## src/rtl/pwm_pkg.sv

```systemverilog
// pwm_pkg: shared defaults and counter direction type for the PWM block
package pwm_pkg;
  localparam int DEF_WIDTH    = 16;
  localparam int DEF_CHANNELS = 4;
  typedef enum logic {UP, DOWN} dir_t;
endpackage

```

## src/rtl/pwm_cmp.sv

```systemverilog
// pwm_cmp: one PWM channel holding its active duty, comparing against the shared timer
module pwm_cmp
  import pwm_pkg::*;
#(
  parameter int WIDTH = DEF_WIDTH
) (
  input  logic             clk,
  input  logic             rstn,
  input  logic             en,
  input  logic             apply,
  input  logic [WIDTH-1:0] timer,
  input  logic [WIDTH-1:0] duty_new,
  output logic             pwm
);
  logic [WIDTH-1:0] duty_act;
  always_ff @(posedge clk or negedge rstn) begin
    if (!rstn) begin
      duty_act <= '0;
      pwm      <= 1'b0;
    end else begin
      pwm <= en && (timer < duty_act);
      if (apply) duty_act <= duty_new;
    end
  end
endmodule

```

## src/rtl/pwm_multi.sv

```systemverilog
// pwm_multi: multi-channel PWM with shadowed period/duty; PWM_CENTER_EN selects up/down counting
module pwm_multi
  import pwm_pkg::*;
#(
  parameter int WIDTH    = DEF_WIDTH,
  parameter int CHANNELS = DEF_CHANNELS
) (
  input  logic                      clk,
  input  logic                      rstn,
  input  logic                      en,
  input  logic [WIDTH-1:0]          period,
  input  logic [CHANNELS*WIDTH-1:0] duty,
  input  logic                      load,
  output logic [CHANNELS-1:0]       pwm_out,
  output logic [WIDTH-1:0]          timer,
  output logic                      wrap,
  output logic                      upd_pending
);
  logic [WIDTH-1:0]          period_act, period_pend, timer_nxt;
  logic [CHANNELS*WIDTH-1:0] duty_pend;
  logic                      bnd, apply;
  // a pending set lands either at the period boundary or immediately while disabled
  assign apply = upd_pending && (!en || bnd);
`ifdef PWM_CENTER_EN
  dir_t dir, dir_nxt;
  assign bnd = (period_act == '0) || (dir == DOWN && timer == '0);
  always_comb begin
    dir_nxt   = dir;
    timer_nxt = timer;
    if (!en || period_act == '0) begin
      timer_nxt = '0;
      dir_nxt   = UP;
    end else if (bnd) begin
      timer_nxt = (apply && period_pend == '0) ? '0 : WIDTH'(1);
      dir_nxt   = UP;
    end else if (dir == UP && timer == period_act) begin
      timer_nxt = timer - WIDTH'(1);
      dir_nxt   = DOWN;
    end else begin
      timer_nxt = (dir == UP) ? timer + WIDTH'(1) : timer - WIDTH'(1);
    end
  end
  always_ff @(posedge clk or negedge rstn) begin
    if (!rstn) dir <= UP;
    else       dir <= dir_nxt;
  end
`else
  assign bnd       = (timer == period_act);
  assign timer_nxt = (!en || bnd) ? '0 : timer + WIDTH'(1);
`endif
  always_ff @(posedge clk or negedge rstn) begin
    if (!rstn) begin
      timer       <= '0;
      wrap        <= 1'b0;
      upd_pending <= 1'b0;
      period_act  <= '0;
      period_pend <= '0;
      duty_pend   <= '0;
    end else begin
      timer       <= timer_nxt;
      wrap        <= en && bnd;
      upd_pending <= load || (upd_pending && !apply);
      if (apply) period_act <= period_pend;
      if (load) begin
        period_pend <= period;
        duty_pend   <= duty;
      end
    end
  end
  for (genvar c = 0; c < CHANNELS; c++) begin : g_ch
    pwm_cmp #(.WIDTH(WIDTH)) u_cmp (
      .clk      (clk),
      .rstn     (rstn),
      .en       (en),
      .apply    (apply),
      .timer    (timer),
      .duty_new (duty_pend[c*WIDTH +: WIDTH]),
      .pwm      (pwm_out[c])
    );
  end
endmodule

```

## config.mk

```make
export PLATFORM = sky130hd
export DESIGN_NAME = pwm_multi
export DESIGN_NICKNAME = d
export VERILOG_FILES = /design/src/rtl/pwm_pkg.sv /design/src/rtl/pwm_cmp.sv /design/src/rtl/pwm_multi.sv
export SDC_FILE = /design/constraint.sdc
export NUM_CORES = 1
export LEC_CHECK = 0
export BUFFER_PORTS_ARGS = -buffer_cell sky130_fd_sc_hd__buf_2
export CAP_MARGIN = 20
export CELL_PAD_IN_SITES_DETAIL_PLACEMENT = 1
export CELL_PAD_IN_SITES_GLOBAL_PLACEMENT = 2
export CORE_ASPECT_RATIO = 0.6
export CORE_UTILIZATION = 40
export CTS_CLUSTER_SIZE = 20
export DETAILED_ROUTE_END_ITERATION = 6
export GPL_TIMING_DRIVEN = 0
export PLACE_DENSITY = 0.83
export SLEW_MARGIN = 20
export SYNTH_ARGS = -nofsm -noshare
export SYNTH_HDL_FRONTEND = slang
export SYNTH_SLANG_ARGS = --single-unit
```

## constraint.sdc

```tcl
create_clock -name clk -period 4 [get_ports clk]
set_input_delay 0.6 -clock clk [delete_from_list [all_inputs] [get_ports clk]]
set_output_delay 0.6 -clock clk [all_outputs]
set_load 0.01 [all_outputs]
```

### Yosys cells after proc, flatten, opt, wreduce, memory -nomap -nowiden

Cells that the tools add are included.

* bits of input ports: 84
* latch bits: 0
* RAM bits: 0
* memories: 0
* output and inout bits: 22
* memory bits (read-only): 0
* register bits: 182

* reduce and logical (&&, ||, !) cells: 11
* mux-type cells: 1
* bitwise operators: 0
* $lt $le $gt $ge: 4
* multiply operators: 0
* shifts and indexed selects: 0
* add/subtract/negate cells: 1
* divide/modulo/power cells: 0
* eq/ne operators: 1

Operators by type and width (count)
* 16-bit < comparator: 4
* 16-bit by 1-bit adder with 16-bit output (second input constant): 1
* 16-bit equality test: 1
* 16-bit 2-to-1 mux: 1
* 1-bit logical AND: 7
* 1-bit logical NOT: 2
* 1-bit logical OR: 2

### Depth between registers and ports, before layout

Gate-level depths: netlist of the first run.

* depth in word-level cells: 6
* gate-level depth with buffers: 7

### Modules after synthesis

A second synthesis of the first run with hierarchy kept.

* cells, all modules: 719
* area, all modules: 8411.8 um^2

Modules (own cells, without submodules)
* pwm_multi: sequential area each 2852.7 um^2, cells each 307, area an instance 4578.1 um^2, times used 1
* pwm_cmp: sequential area each 425.4 um^2, cells each 103, area an instance 958.4 um^2, times used 4

### Least setup slack after synthesis of the first run

OpenSTA, ideal clock, no wires.

* path type: register to register
* from: register timer[5]
* to: register g_ch[3].u_cmp.duty_act[1]
* stages on the path, launching flop included: 8
* required time: 3.873 ns
* period minus slack after synthesis: 2.336 ns
* slack: 1.664 ns
* arrival time: 2.208 ns
* buffers on the path: 2
* cell sequence: dfrtp_1 > clkbuf_1 > xnor2_1 > nand4_1 > o41ai_4 > nand2_4 > buf_6 > mux2_1

* cells in the longest elaborated chain, start to end: 3

Ends and longest elaborated chain
* start: declaration: line pwm_multi.sv:15 `output logic [WIDTH-1:0] timer,`
* start signal: assignment: line pwm_multi.sv:60 `timer <= timer_nxt;`
* 16-bit equality test: line pwm_multi.sv:48 `assign bnd = (timer == period_act);`
* 1-bit logical OR: line pwm_multi.sv:23 `assign apply = upd_pending && (!en || bnd);`
* 1-bit logical AND: line pwm_multi.sv:23
* end signal: assignment: line pwm_cmp.sv:22 `if (apply) duty_act <= duty_new;`
* end: declaration: line pwm_cmp.sv:15 `logic [WIDTH-1:0] duty_act;`

No other way between the ends.
A chain may end at the register's enable or synchronous reset.

### Worst setup path in the final report of the first run

Ends and elaborated chain as after synthesis.

==> flow_metrics.env, run 1 <==
export IMPL_status="complete, no violations"
export IMPL_yosysTopAreaCell="dfrtp_1"
export IMPL_p_seq_share_pct=48.3
export IMPL_clock_root_buffer="clkbuf_16"
export IMPL_ys_types=33
export IMPL_grt_pass1_vias=6162
export IMPL_gp_congestion=0.8138
export IMPL_portBuffers=104
export IMPL_synth_seq_area_share_pct=53.33
export IMPL_critPathMaxFanout=10
export IMPL_synth_edf_count=0
export IMPL_firstDrtPassIters=4
export IMPL_synthCells=650
export IMPL_grt_pass1_wl_mm=33.95
export IMPL_core_area_mm2=0.02047
export IMPL_async_flop_share_pct=100.0
export IMPL_setup_slack_ns=0.9898
export IMPL_syn_avg_cell_area_um2=13.14
export IMPL_via_per_inst=5.093
export IMPL_cts_made_buffers=17
export IMPL_drc=0
export IMPL_yosys_warnings=0
export IMPL_post_cts_buffers=0
export IMPL_timing_fmax_mhz=332.2
export IMPL_internal_power_mw=3.442
export IMPL_p_leak_nw=4.832
export IMPL_hp_class="in2async"
export IMPL_initial_core_util_pct=41.72
export IMPL_synth_area_leaders="dfrtp_1 53%, mux2_2 21%, ha_1 8.9%"
export IMPL_avgRoutedWirePerCell_um=19.69
export IMPL_cts_tree="done"
export IMPL_switching_share_pct=25.87
export IMPL_fp_dieH_um=115.2
export IMPL_hold_viol_final=0
export IMPL_maxSlewViolCount=0
export IMPL_cts_repair_resized=0
export IMPL_num_rows=40
export IMPL_track_usage_pct=20.85
export IMPL_ios=106
export IMPL_clock_sinks=182
export IMPL_worstMarginPinSlew_ns=0.9689
export IMPL_grt_overflow=0
export IMPL_vias=5394
export IMPL_required_ns=4.31
export IMPL_cap_violations=0
export IMPL_antenna_left=0
export IMPL_clk_pin_slew_ns=0.07
export IMPL_arrival_ns=3.32
export IMPL_initialDrtViolationCount=172
export IMPL_synth_seq_cells=182
export IMPL_synth_flop_cell="dfrtp_1"
export IMPL_rsz0062_at_grt="false"
export IMPL_combPwrFrac_pct=14.9
export IMPL_place_ws_ns=1.053
export IMPL_fin_nets=919
export IMPL_crit_path_end_kind="register"
export IMPL_power_density_mw_per_mm2=463.0
export IMPL_die_x_um=190.6
export IMPL_regArea_mm2=0.004554
export IMPL_drt_total_wl_mm=20.85
export IMPL_clockPowerShare_pct=36.8
export IMPL_finalSetupViolCount=0
export IMPL_layout_worst_path_cycle_share_pct=75.25
export IMPL_finalSetupTns_ns=0
export IMPL_synth_nets=795
export IMPL_clk_path_buf_depth=2
export IMPL_synth_cell_area_mm2=0.008539
export IMPL_p_sw_mw=1.201
export IMPL_fillers=2138
export IMPL_area_growth_pct=17.44
export IMPL_critPathKind="reg2reg"
export IMPL_n_antenna_cell=0
export IMPL_ctsHoldBuffers=0
export IMPL_htree_levels=4
export IMPL_antenna_found_initial=0
export IMPL_dieArea_mm2=0.02196
export IMPL_clock_skew_ns=0.01147
export IMPL_startpoint_type="register"
export IMPL_drive_gt1_share_pct=39.31
export IMPL_grt_max_degree=105
export IMPL_yosysTopAreaCellShare_pct=53.33
export IMPL_clk_latency_ns=0.44
export IMPL_vdd_drop_max_mv=0.3224
export IMPL_slew_headroom_pct=35.41
export IMPL_hpwl_mm=15.13
export IMPL_p_total_mw=4.643
export IMPL_multi_input_area_mm2=0.003575
export IMPL_fin_crit_ns=3.010
worst paths after layout:
check	from	endpoint	slack (ns)	cells past startpoint
max in group asynchronous	rstn	g_ch[0].u_cmp.duty_act[3]	2.95	2
min	rstn	period_pend[7]	0.14	1
max	timer[5]	g_ch[3].u_cmp.duty_act[1]	0.99	7
min in group clk	period[5]	period_pend[5]	0.39	2
min reg2reg	duty_pend[2]	g_ch[0].u_cmp.duty_act[2]	0.50	1
max reg2reg	timer[5]	g_ch[3].u_cmp.duty_act[1]	0.99	7
synth_stat cells (all sizes together) (5+ instances only):
library cell / n
o21ai: 12
clkbuf: 12
nor2: 25
dfrtp: 182
nand3: 5
a21o: 8
mux2: 160
nand4: 11
buf: 13
xnor2: 21
a21oi: 16
xor2: 9
inv: 64
ha: 61
nand2: 11
logic make-up after synthesis:
| logic type | synth area share [%] |
|---|---|
| mux | 21.10 |
| flops | 53.33 |
| buf+inv | 4.806 |
| xor+xnor | 3.077 |
| simple gates | 4.117 |
| fa+ha+maj | 8.938 |
| compound gates | 4.630 |
layout make-up:
| class | count | area share [%] |
|---|---|---|
| Clock buffer | 19 | 4.317 |
| Sequential cell | 182 | 45.41 |
| Timing Repair Buffer | 105 | 5.565 |
| Clock inverter | 12 | 1.560 |
| Tap cell | 273 | 3.406 |
| Inverter | 64 | 2.395 |
| Buffer | 25 | 1.697 |
| Multi-Input combinational cell | 379 | 35.65 |
power groups by stage:
stage               clock (mW)  combinational, mW  sequential (mW)
CTS                       1.74              0.707             2.25
detailed placement           0              0.698             2.28
global placement             0              0.648             2.26
global route              1.81              0.779             2.27
finish                    1.71              0.692             2.24
floorplan                    0              0.489             2.21
flip-flops by register name, indices dropped and copies added (netlist names):
signal and flops:
wrap 1, upd_pending 1, period_pend 16, duty_pend 64, g_ch.u_cmp.duty_act 64, period_act 16, timer 16, g_ch.u_cmp.pwm 4
critical path, cell delays in order (launching register included):
cell and delay [ns]:
dfrtp_1 0.63, clkbuf_1 0.34, xnor2_1 0.16, nand4_1 0.18
o41ai_4 0.76, nand2_4 0.27, buf_6 0.23, mux2_1 0.31
layout by cell type (no fill, tap or decap), types with 2 or more instances in the layout:
cell type / count
dfrtp_1: 182
mux2_2: 159
buf_2: 104
inv_1: 64
ha_1: 61
nor2_1: 25
xnor2_1: 21
clkbuf_16: 17
a21oi_1: 16
clkbuf_1: 14
o21ai_0: 12
nand4_1: 11
nand2_1: 10
xor2_1: 9
a21o_1: 8
buf_6: 8
nand3_1: 5
o2111ai_1: 4
nand2b_1: 4
a211o_1: 4
a31oi_1: 4
a211oi_1: 4
a41oi_1: 4
nor2b_1: 4
nand3b_1: 4
buf_4: 4
clkinvlp_4: 4
bufinv_16: 3
clkinv_4: 3
and3_1: 2
nor3_1: 2
clkinv_2: 2
metal layers:
layer	wire length [um]	share of wire, %	vias up	global-route usage, %
li1	-	-	2490	-
met1	10130	49	2795	28.79
met2	9730	47	94	33.53
met3	809	3.9	15	4.335
met4	182	0.87	0	5.547
met5	0	0	-	0
per-stage QoR:
stage | instances | hold slack, ns | utilization (%) | instance area, um^2
6_report | 1059 | 0.1364 | 48.99 | 10030
5_1_grt | 1059 | 0.1883 | 48.99 | 10030
4_1_cts | 1059 | 0.1585 | 48.99 | 10030
3_5_place_dp | 1028 | 0.4938 | 46.11 | 9439
2_1_floorplan | 650 | 0.3044 | - | 8539
3_3_place_gp | 1027 | 0.4709 | 45.93 | 9402
No activity file was read; power rests on OpenSTA's default activity.
==> run 2: changes to the inputs <==
--- a/config.mk
+++ b/config.mk
@@ -5,16 +5,17 @@
 export SDC_FILE = /design/constraint.sdc
 export NUM_CORES = 1
 export LEC_CHECK = 0
+export ABC_AREA = 1
 export BUFFER_PORTS_ARGS = -buffer_cell sky130_fd_sc_hd__buf_2
 export CAP_MARGIN = 20
 export CELL_PAD_IN_SITES_DETAIL_PLACEMENT = 1
 export CELL_PAD_IN_SITES_GLOBAL_PLACEMENT = 2
 export CORE_ASPECT_RATIO = 0.6
-export CORE_UTILIZATION = 40
+export CORE_UTILIZATION = 33
 export CTS_CLUSTER_SIZE = 20
 export DETAILED_ROUTE_END_ITERATION = 6
 export GPL_TIMING_DRIVEN = 0
-export PLACE_DENSITY = 0.83
+export PLACE_DENSITY = 0.8
 export SLEW_MARGIN = 20
 export SYNTH_ARGS = -nofsm -noshare
 export SYNTH_HDL_FRONTEND = slang
==> constraint.sdc (replaced) <==
create_clock -name clk -period 2.65 [get_ports clk]
set_input_delay 0.3975 -clock clk [delete_from_list [all_inputs] [get_ports clk]]
set_output_delay 0.3975 -clock clk [all_outputs]
set_load 0.01 [all_outputs]
==> run 2 against run 1 <==
Against the previous run:
- die area rose by 27%
- setup slack lost 0.74 ns
- clock power grew 50%
- core utilization shrank 9.1 points
- flip-flop and latch count unchanged
- wire length up 21%
- total power is 50% higher
- critical path type unchanged
- largest power group unchanged
- highest routed layer unchanged
==> flow_metrics.env, run 2 <==
export IMPL_syn_avg_cell_area_um2=9.548
export IMPL_mostFrequentLayoutCells="252 x nand2_1, 182 x dfrtp_1, 119 x buf_2, 91 x inv_1, 80 x mux2_2"
export IMPL_min_path_cells=2
export IMPL_ff2ff_path_depth=12
export IMPL_drc=0
export IMPL_yosysTopAreaCellShare_pct=50.85
export IMPL_async_flop_share_pct=100.0
export IMPL_layout_worst_path_cycle_share_pct=90.63
export IMPL_clock_root_buffer="clkbuf_16"
export IMPL_synthCells=938
export IMPL_drt_total_wl_mm=25.15
export IMPL_firstDrtPassIters=4
export IMPL_timing_fmax_mhz=416.4
export IMPL_synth_cell_area_mm2=0.008956
export IMPL_track_usage_pct=19.69
export IMPL_synth_nets=1083
export IMPL_layout_cells_non_filler=1436
export IMPL_antenna_found_initial=0
export IMPL_slowest_delay_ns=0.72
export IMPL_die_x_um=214.7
export IMPL_rrSetupSlack_ns=0.25
export IMPL_vias=6796
export IMPL_cts_tree="done"
export IMPL_initialDrtViolationCount=322
export IMPL_hpwl_mm=18.68
export IMPL_cap_violations=0
export IMPL_grt_max_degree=73
export IMPL_synth_area_leaders="dfrtp_1 51%, nand2_1 11%, mux2_2 10%"
export IMPL_dieArea_mm2=0.02782
export IMPL_power_density_mw_per_mm2=656.4
export IMPL_ios=106
export IMPL_maxSlewViolCount=0
export IMPL_post_cts_buffers=0
export IMPL_gp_congestion=0.7593
export IMPL_clock_sinks=182
export IMPL_cp_cell_sequence="inv_1 > nand2_1 > nand2_1 > nor2_1 > nand2_1 > nor2_2 > nand2_2 > nand2_4 > nand2_2 > buf_2 > nand2_1 > nand2_1"
export IMPL_portBuffers=104
export IMPL_vdd_drop_max_mv=0.3603
export IMPL_final_common_cell="nand2_1"
export IMPL_yosysTopAreaCell="dfrtp_1"
export IMPL_worstMarginPinSlew_ns=0.8907
export IMPL_grt_overflow=0
export IMPL_clk_path_buf_depth=2
export IMPL_synth_edf_count=0
export IMPL_slowest_stage="dfrtp_1"
export IMPL_grt_pass1_wl_mm=41.10
export IMPL_cts_made_buffers=17
export IMPL_antenna_left=0
export IMPL_critPathBufInv=2
export IMPL_cts_repair_resized=0
export IMPL_finalSetupViolCount=0
export IMPL_synth_flop_cell="dfrtp_1"
export IMPL_dp_cells=1404
export IMPL_clk_latency_ns=0.45
export IMPL_yosys_warnings=0
export IMPL_startpoint_type="register"
export IMPL_cpMostUsedCell="nand2_1"
export IMPL_worstReg2RegStart="timer[4]"
export IMPL_via_per_inst=4.733
export IMPL_holdCritStartpoint="duty[5]"
export IMPL_crit_path_end_kind="register"
export IMPL_hold_viol_final=0
export IMPL_avgRoutedWirePerCell_um=17.52
export IMPL_path_depth=12
export IMPL_rsz0062_at_grt="false"
export IMPL_critPathMaxFanout=10
export IMPL_n_antenna_cell=0
export IMPL_core_area_mm2=0.02653
export IMPL_fp_dieH_um=129.6
export IMPL_htree_levels=4
export IMPL_num_rows=46
export IMPL_cp_top_family="simple AND/OR/NAND/NOR gates"
export IMPL_yosysMostFrequentCell="nand2_1"
export IMPL_status="complete, no violations"
export IMPL_synth_seq_area_share_pct=50.85
export IMPL_critPathKind="reg2reg"
export IMPL_finalSetupTns_ns=0
export IMPL_slew_headroom_pct=40.62
export IMPL_hp_class="in2reg"
export IMPL_fin_nets=1209
export IMPL_fin_crit_ns=2.402
export IMPL_crit_start="timer[4]"
export IMPL_arrival_ns=2.74
export IMPL_required_ns=2.99
export IMPL_largest_registers="duty_pend (64), g_ch.u_cmp.duty_act (64)"
export IMPL_clk_pin_slew_ns=0.07
export IMPL_clock_skew_ns=0.006609
export IMPL_initial_core_util_pct=33.75
export IMPL_synthTopCellsByCount="252 x nand2_1, 182 x dfrtp_1, 91 x inv_1"
export IMPL_synth_seq_cells=182
export IMPL_grt_pass1_vias=7205
export IMPL_drive_gt1_share_pct=24.63
export IMPL_area_growth_pct=18.19
export IMPL_ys_types=27
export IMPL_p_leak_nw=5.401
==> run 2: cell types whose count changed after synthesis, moves of 15 or more <==
cell and delta:
nor3_1 +17, nand3_1 +70, xnor2_1 -21, nand2_1 +242, inv_1 +27, buf_2 +15, mux2_2 -79, nor2_1 +16
==> run 2: power breakdown <==
group | leakage, nW | internal (mW) | switching (mW)
Sequential | 2.22 | 3.11 | 0.214
Combinational | 2.90 | 0.456 | 0.603
Clock | 0.285 | 1.43 | 1.14
Total | 5.40 | 5.00 | 1.95
==> run 2: final timing paths <==
check,to
worst min register to register,g_ch[3].u_cmp.duty_act[12]
worst min-delay path,duty_pend[5]
worst max register to register,g_ch[0].u_cmp.duty_act[15]
worst max-delay path,g_ch[0].u_cmp.duty_act[15]
min in group asynchronous,period_pend[11]
max in group asynchronous,duty_pend[34]
==> run 2: layout make-up <==
cell class	count	area, um^2
Buffer	40	215.2
Clock buffer	19	452.9
Clock inverter	12	130.1
Fill cell	3083	15950
Inverter	102	382.9
Multi-Input combinational cell	614	3804
Sequential cell	182	4554
Tap cell	360	450.4
Timing Repair Buffer	107	595.6
==> run 2: routing by layer <==
metal  up-vias  track usage [%]  wire length, um
met2        97            28.88            10470
li1       3310                -                -
met5         -                0                0
met4         0            5.000              323
met1      3368            29.30            13340
met3        21            4.131             1024
==> run 2: cell families after synthesis <==
family | Yosys count | share of synthesized area [%]
muxes | 80 | 10.06
DFF | 182 | 50.85
adders and majority gates | 61 | 8.522
and+or+nand+nor | 413 | 19.82
xor gates and xnor gates | 7 | 0.6846
AOI/OAI and AO/OA | 53 | 3.381
buffers and inverters | 142 | 6.678
==> run 2: timing repair <==
| item | in CTS | in global routing |
|---|---|---|
| hold endpoints to repair | 52 | 0 |
| hold buffers | 1 | 0 |
| endpoints found under the setup margin | 0 | 0 |
==> run 2: metrics by stage <==
stage          power (mW)  util, %  worst slack [ns]  hold WS (ns)  cell area (um^2)
6_report            6.949    39.89            0.2483        0.1771             10590
5_1_grt             7.376    39.89           0.01135        0.1614             10590
4_1_cts             7.051    39.89            0.2114        0.1547             10590
3_5_place_dp        4.449    37.66            0.2104        0.3449              9992
3_3_place_gp        4.380    37.41            -2.010        0.4558              9927
2_1_floorplan       4.017        -             1.039        0.1019              8956
==> run 3: changes to the inputs <==
--- a/config.mk
+++ b/config.mk
@@ -5,17 +5,16 @@
 export SDC_FILE = /design/constraint.sdc
 export NUM_CORES = 1
 export LEC_CHECK = 0
-export ABC_AREA = 1
 export BUFFER_PORTS_ARGS = -buffer_cell sky130_fd_sc_hd__buf_2
 export CAP_MARGIN = 20
 export CELL_PAD_IN_SITES_DETAIL_PLACEMENT = 1
 export CELL_PAD_IN_SITES_GLOBAL_PLACEMENT = 2
 export CORE_ASPECT_RATIO = 0.6
-export CORE_UTILIZATION = 33
+export CORE_UTILIZATION = 36
 export CTS_CLUSTER_SIZE = 20
 export DETAILED_ROUTE_END_ITERATION = 6
 export GPL_TIMING_DRIVEN = 0
-export PLACE_DENSITY = 0.8
+export PLACE_DENSITY = 0.79
 export SLEW_MARGIN = 20
 export SYNTH_ARGS = -nofsm -noshare
 export SYNTH_HDL_FRONTEND = slang
==> constraint.sdc (replaced) <==
create_clock -name clk -period 1.95 [get_ports clk]
set_input_delay 0.2925 -clock clk [delete_from_list [all_inputs] [get_ports clk]]
set_output_delay 0.2925 -clock clk [all_outputs]
set_load 0.01 [all_outputs]
==> run 3 against run 2 <==
Against the previous run:
- the run now ends with setup timing left
- combinational power is 46% higher
- critical endpoint is now g_ch[0].u_cmp.duty_act[6]
- via count is 17% lower
- fmax is 9.7% higher
- largest cell class unchanged
- sequential share of layout area is 0.58 points higher
- hold slack worse by 0.096 ns
- clock power is 25% higher
- wire length is 10% lower
- clock skew is 0.0024 ns higher
- critical path depth is 5 lower
- final area is 0.66% lower
==> flow_metrics.env, run 3 (synthesis results as in run 1) <==
export IMPL_switching_share_pct=27.13
export IMPL_drc=0
export IMPL_firstDrtPassIters=4
export IMPL_dieArea_mm2=0.02436
export IMPL_drt_total_wl_mm=22.56
export IMPL_arrival_ns=2.51
export IMPL_grt_overflow=0
export IMPL_status="complete, but fails checks"
export IMPL_clock_root_buffer="clkbuf_16"
export IMPL_internal_power_mw=6.829
export IMPL_dp_cells=1070
export IMPL_vdd_drop_max_mv=0.5356
export IMPL_combPwrFrac_pct=16.5
export IMPL_rrSetupSlack_ns=-0.24
export IMPL_required_ns=2.27
export IMPL_ios=106
export IMPL_worstMarginPinSlew_ns=0.8245
export IMPL_power_density_mw_per_mm2=891.3
export IMPL_drive_gt1_share_pct=45.78
export IMPL_failed_checks="setup timing"
export IMPL_fin_area_mm2=0.01052
export IMPL_antenna_found_initial=0
export IMPL_clk_pin_slew_ns=0.07
export IMPL_finalSetupViolCount=91
export IMPL_largest_registers="duty_pend (64), g_ch.u_cmp.duty_act (64)"
export IMPL_fillers=2414
export IMPL_p_leak_nw=5.020
export IMPL_gp_congestion=0.7927
export IMPL_track_usage_pct=19.67
export IMPL_initialDrtViolationCount=147
export IMPL_core_area_mm2=0.02319
export IMPL_rsz0062_at_grt="true"
export IMPL_critPathBufInv=2
export IMPL_maxSlewViolCount=0
export IMPL_grt_pass1_vias=6275
export IMPL_num_rows=43
export IMPL_holdPathEnd="period_pend[1]"
export IMPL_hold_viol_final=0
export IMPL_r2r_end="g_ch[0].u_cmp.duty_act[6]"
export IMPL_worstReg2RegStart="timer[4]"
export IMPL_avgRoutedWirePerCell_um=19.92
export IMPL_cts_tree="done"
export IMPL_slowest_stage="dfrtp_4"
export IMPL_postPlaceCellArea_mm2=0.009517
export IMPL_clockPowerShare_pct=34.3
export IMPL_antenna_left=0
export IMPL_n_antenna_cell=0
export IMPL_min_path_cells=2
export IMPL_ff2ff_path_depth=7
export IMPL_clk_latency_ns=0.44
export IMPL_cp_cell_sequence="xnor2_2 > nand4_1 > o41ai_4 > buf_6 > nand2_4 > buf_8 > mux2_2"
export IMPL_critPathMaxFanout=10
export IMPL_crit_path_end_kind="register"
export IMPL_regArea_mm2=0.004586
export IMPL_fp_dieH_um=121.3
export IMPL_area_growth_pct=23.14
export IMPL_p_seq_share_pct=49.2
export IMPL_mostFrequentLayoutCells="167 x dfrtp_1, 159 x mux2_2, 103 x buf_2, 64 x inv_1, 59 x ha_1"
export IMPL_multi_input_area_mm2=0.003701
export IMPL_grt_max_degree=93
export IMPL_critPathKind="reg2reg"
export IMPL_timing_fmax_mhz=456.6
export IMPL_fin_crit_ns=2.190
export IMPL_holdCritStartpoint="period[1]"
export IMPL_slowest_delay_ns=0.51
export IMPL_vias=5613
export IMPL_setup_slack_ns=-0.2402
export IMPL_startpoint_type="register"
export IMPL_cts_made_buffers=17
export IMPL_layout_cells_non_filler=1132
export IMPL_hpwl_mm=15.72
export IMPL_via_per_inst=4.958
export IMPL_final_common_cell="dfrtp_1"
export IMPL_clk_path_buf_depth=2
export IMPL_fin_nets=949
export IMPL_p_sw_mw=2.543
export IMPL_layout_worst_path_cycle_share_pct=112.3
export IMPL_grt_pass1_wl_mm=35.57
export IMPL_portBuffers=104
export IMPL_die_x_um=200.8
export IMPL_clock_sinks=182
export IMPL_p_total_mw=9.372
export IMPL_htree_levels=4
export IMPL_initial_core_util_pct=36.83
export IMPL_cp_top_family="flip-flops"
export IMPL_hp_class="in2reg"
export IMPL_slew_headroom_pct=45.03
export IMPL_clock_skew_ns=0.008997
export IMPL_cap_violations=0
run 3: changes by cell type in the layout (fill, tap and decap cells not counted), sizes merged, moves of 21 or more:
cell   delta
inv      -36
mux2     +80
xnor2    +21
nand3    -80
nand2   -243
run 3: worst register-to-register path: cells and delay by family (launching register included):
kind	cells	cell delay, ns
multiplexers	1	0.28
flip-flops	1	0.51
AND/OR/NAND/NOR	2	0.33
AO/OA/AOI/OAI	1	0.40
XOR/XNOR	1	0.18
buffers and inverters	2	0.37
run 3: routing by layer:
metal / routed length [um] / share of wire [%] / track usage, % / up-vias
met5: 0 / 0 / 0 / -
met4: 223 / 0.99 / 5.630 / 0
met3: 970 / 4.3 / 3.867 / 22
met2: 10830 / 48 / 32.23 / 108
met1: 10530 / 47 / 26.56 / 2911
li1: - / - / - / 2572
run 3: repair_timing:
item,in CTS,in global routing
setup buffers,17,11
cloned,2,1
hold endpoints to repair,90,0
endpoints found under the setup margin,101,95
resized for setup,36,22
hold buffers,1,0
pin swaps,9,7
run 3: power groups by stage:
stage / sequential, mW / clock (mW) / combinational, mW
floorplan: 4.54 / 0 / 1.01
global placement: 4.64 / 0 / 1.33
detailed placement: 4.68 / 0 / 1.44
CTS: 4.62 / 3.29 / 1.51
global route: 4.67 / 3.42 / 1.72
finish: 4.61 / 3.22 / 1.55
run 3: worst max-delay path by stage:
| stage | startpoint | end | cells after the start |
|---|---|---|---|
| final | timer[4] | g_ch[0].u_cmp.duty_act[6] | 7 |
| after global routing | timer[4] | period_act[4] | 7 |
| after CTS | timer[11] | period_act[3] | 7 |
| after detailed placement | timer[0] | period_act[3] | 7 |
| after global placement | rstn | timer[13] | 1 |
| after floorplan | timer[2] | g_ch[3].u_cmp.duty_act[1] | 7 |
run 3: stage by stage:
step | hold WS, ns | setup TNS, ns | setup slack (ns) | util (%)
2_1_floorplan | -0.003091 | -15.24 | -0.2194 | -
3_3_place_gp | 0.4869 | -460.50 | -2.459 | 40.88
3_5_place_dp | 0.3514 | -78.94 | -0.8634 | 41.04
4_1_cts | 0.06606 | -14.88 | -0.2041 | 44.53
5_1_grt | 0.07694 | -23.64 | -0.2986 | 45.35
6_report | 0.08132 | -18.62 | -0.2402 | 45.35
run 3: area by class of cell:
class	count	area share (%)
Clock inverter	11	0.7377
Sequential cell	182	43.61
Timing Repair Buffer	136	8.079
Clock buffer	21	4.379
Buffer	23	1.963
Inverter	64	2.285
Tap cell	315	3.748
Multi-Input combinational cell	380	35.20
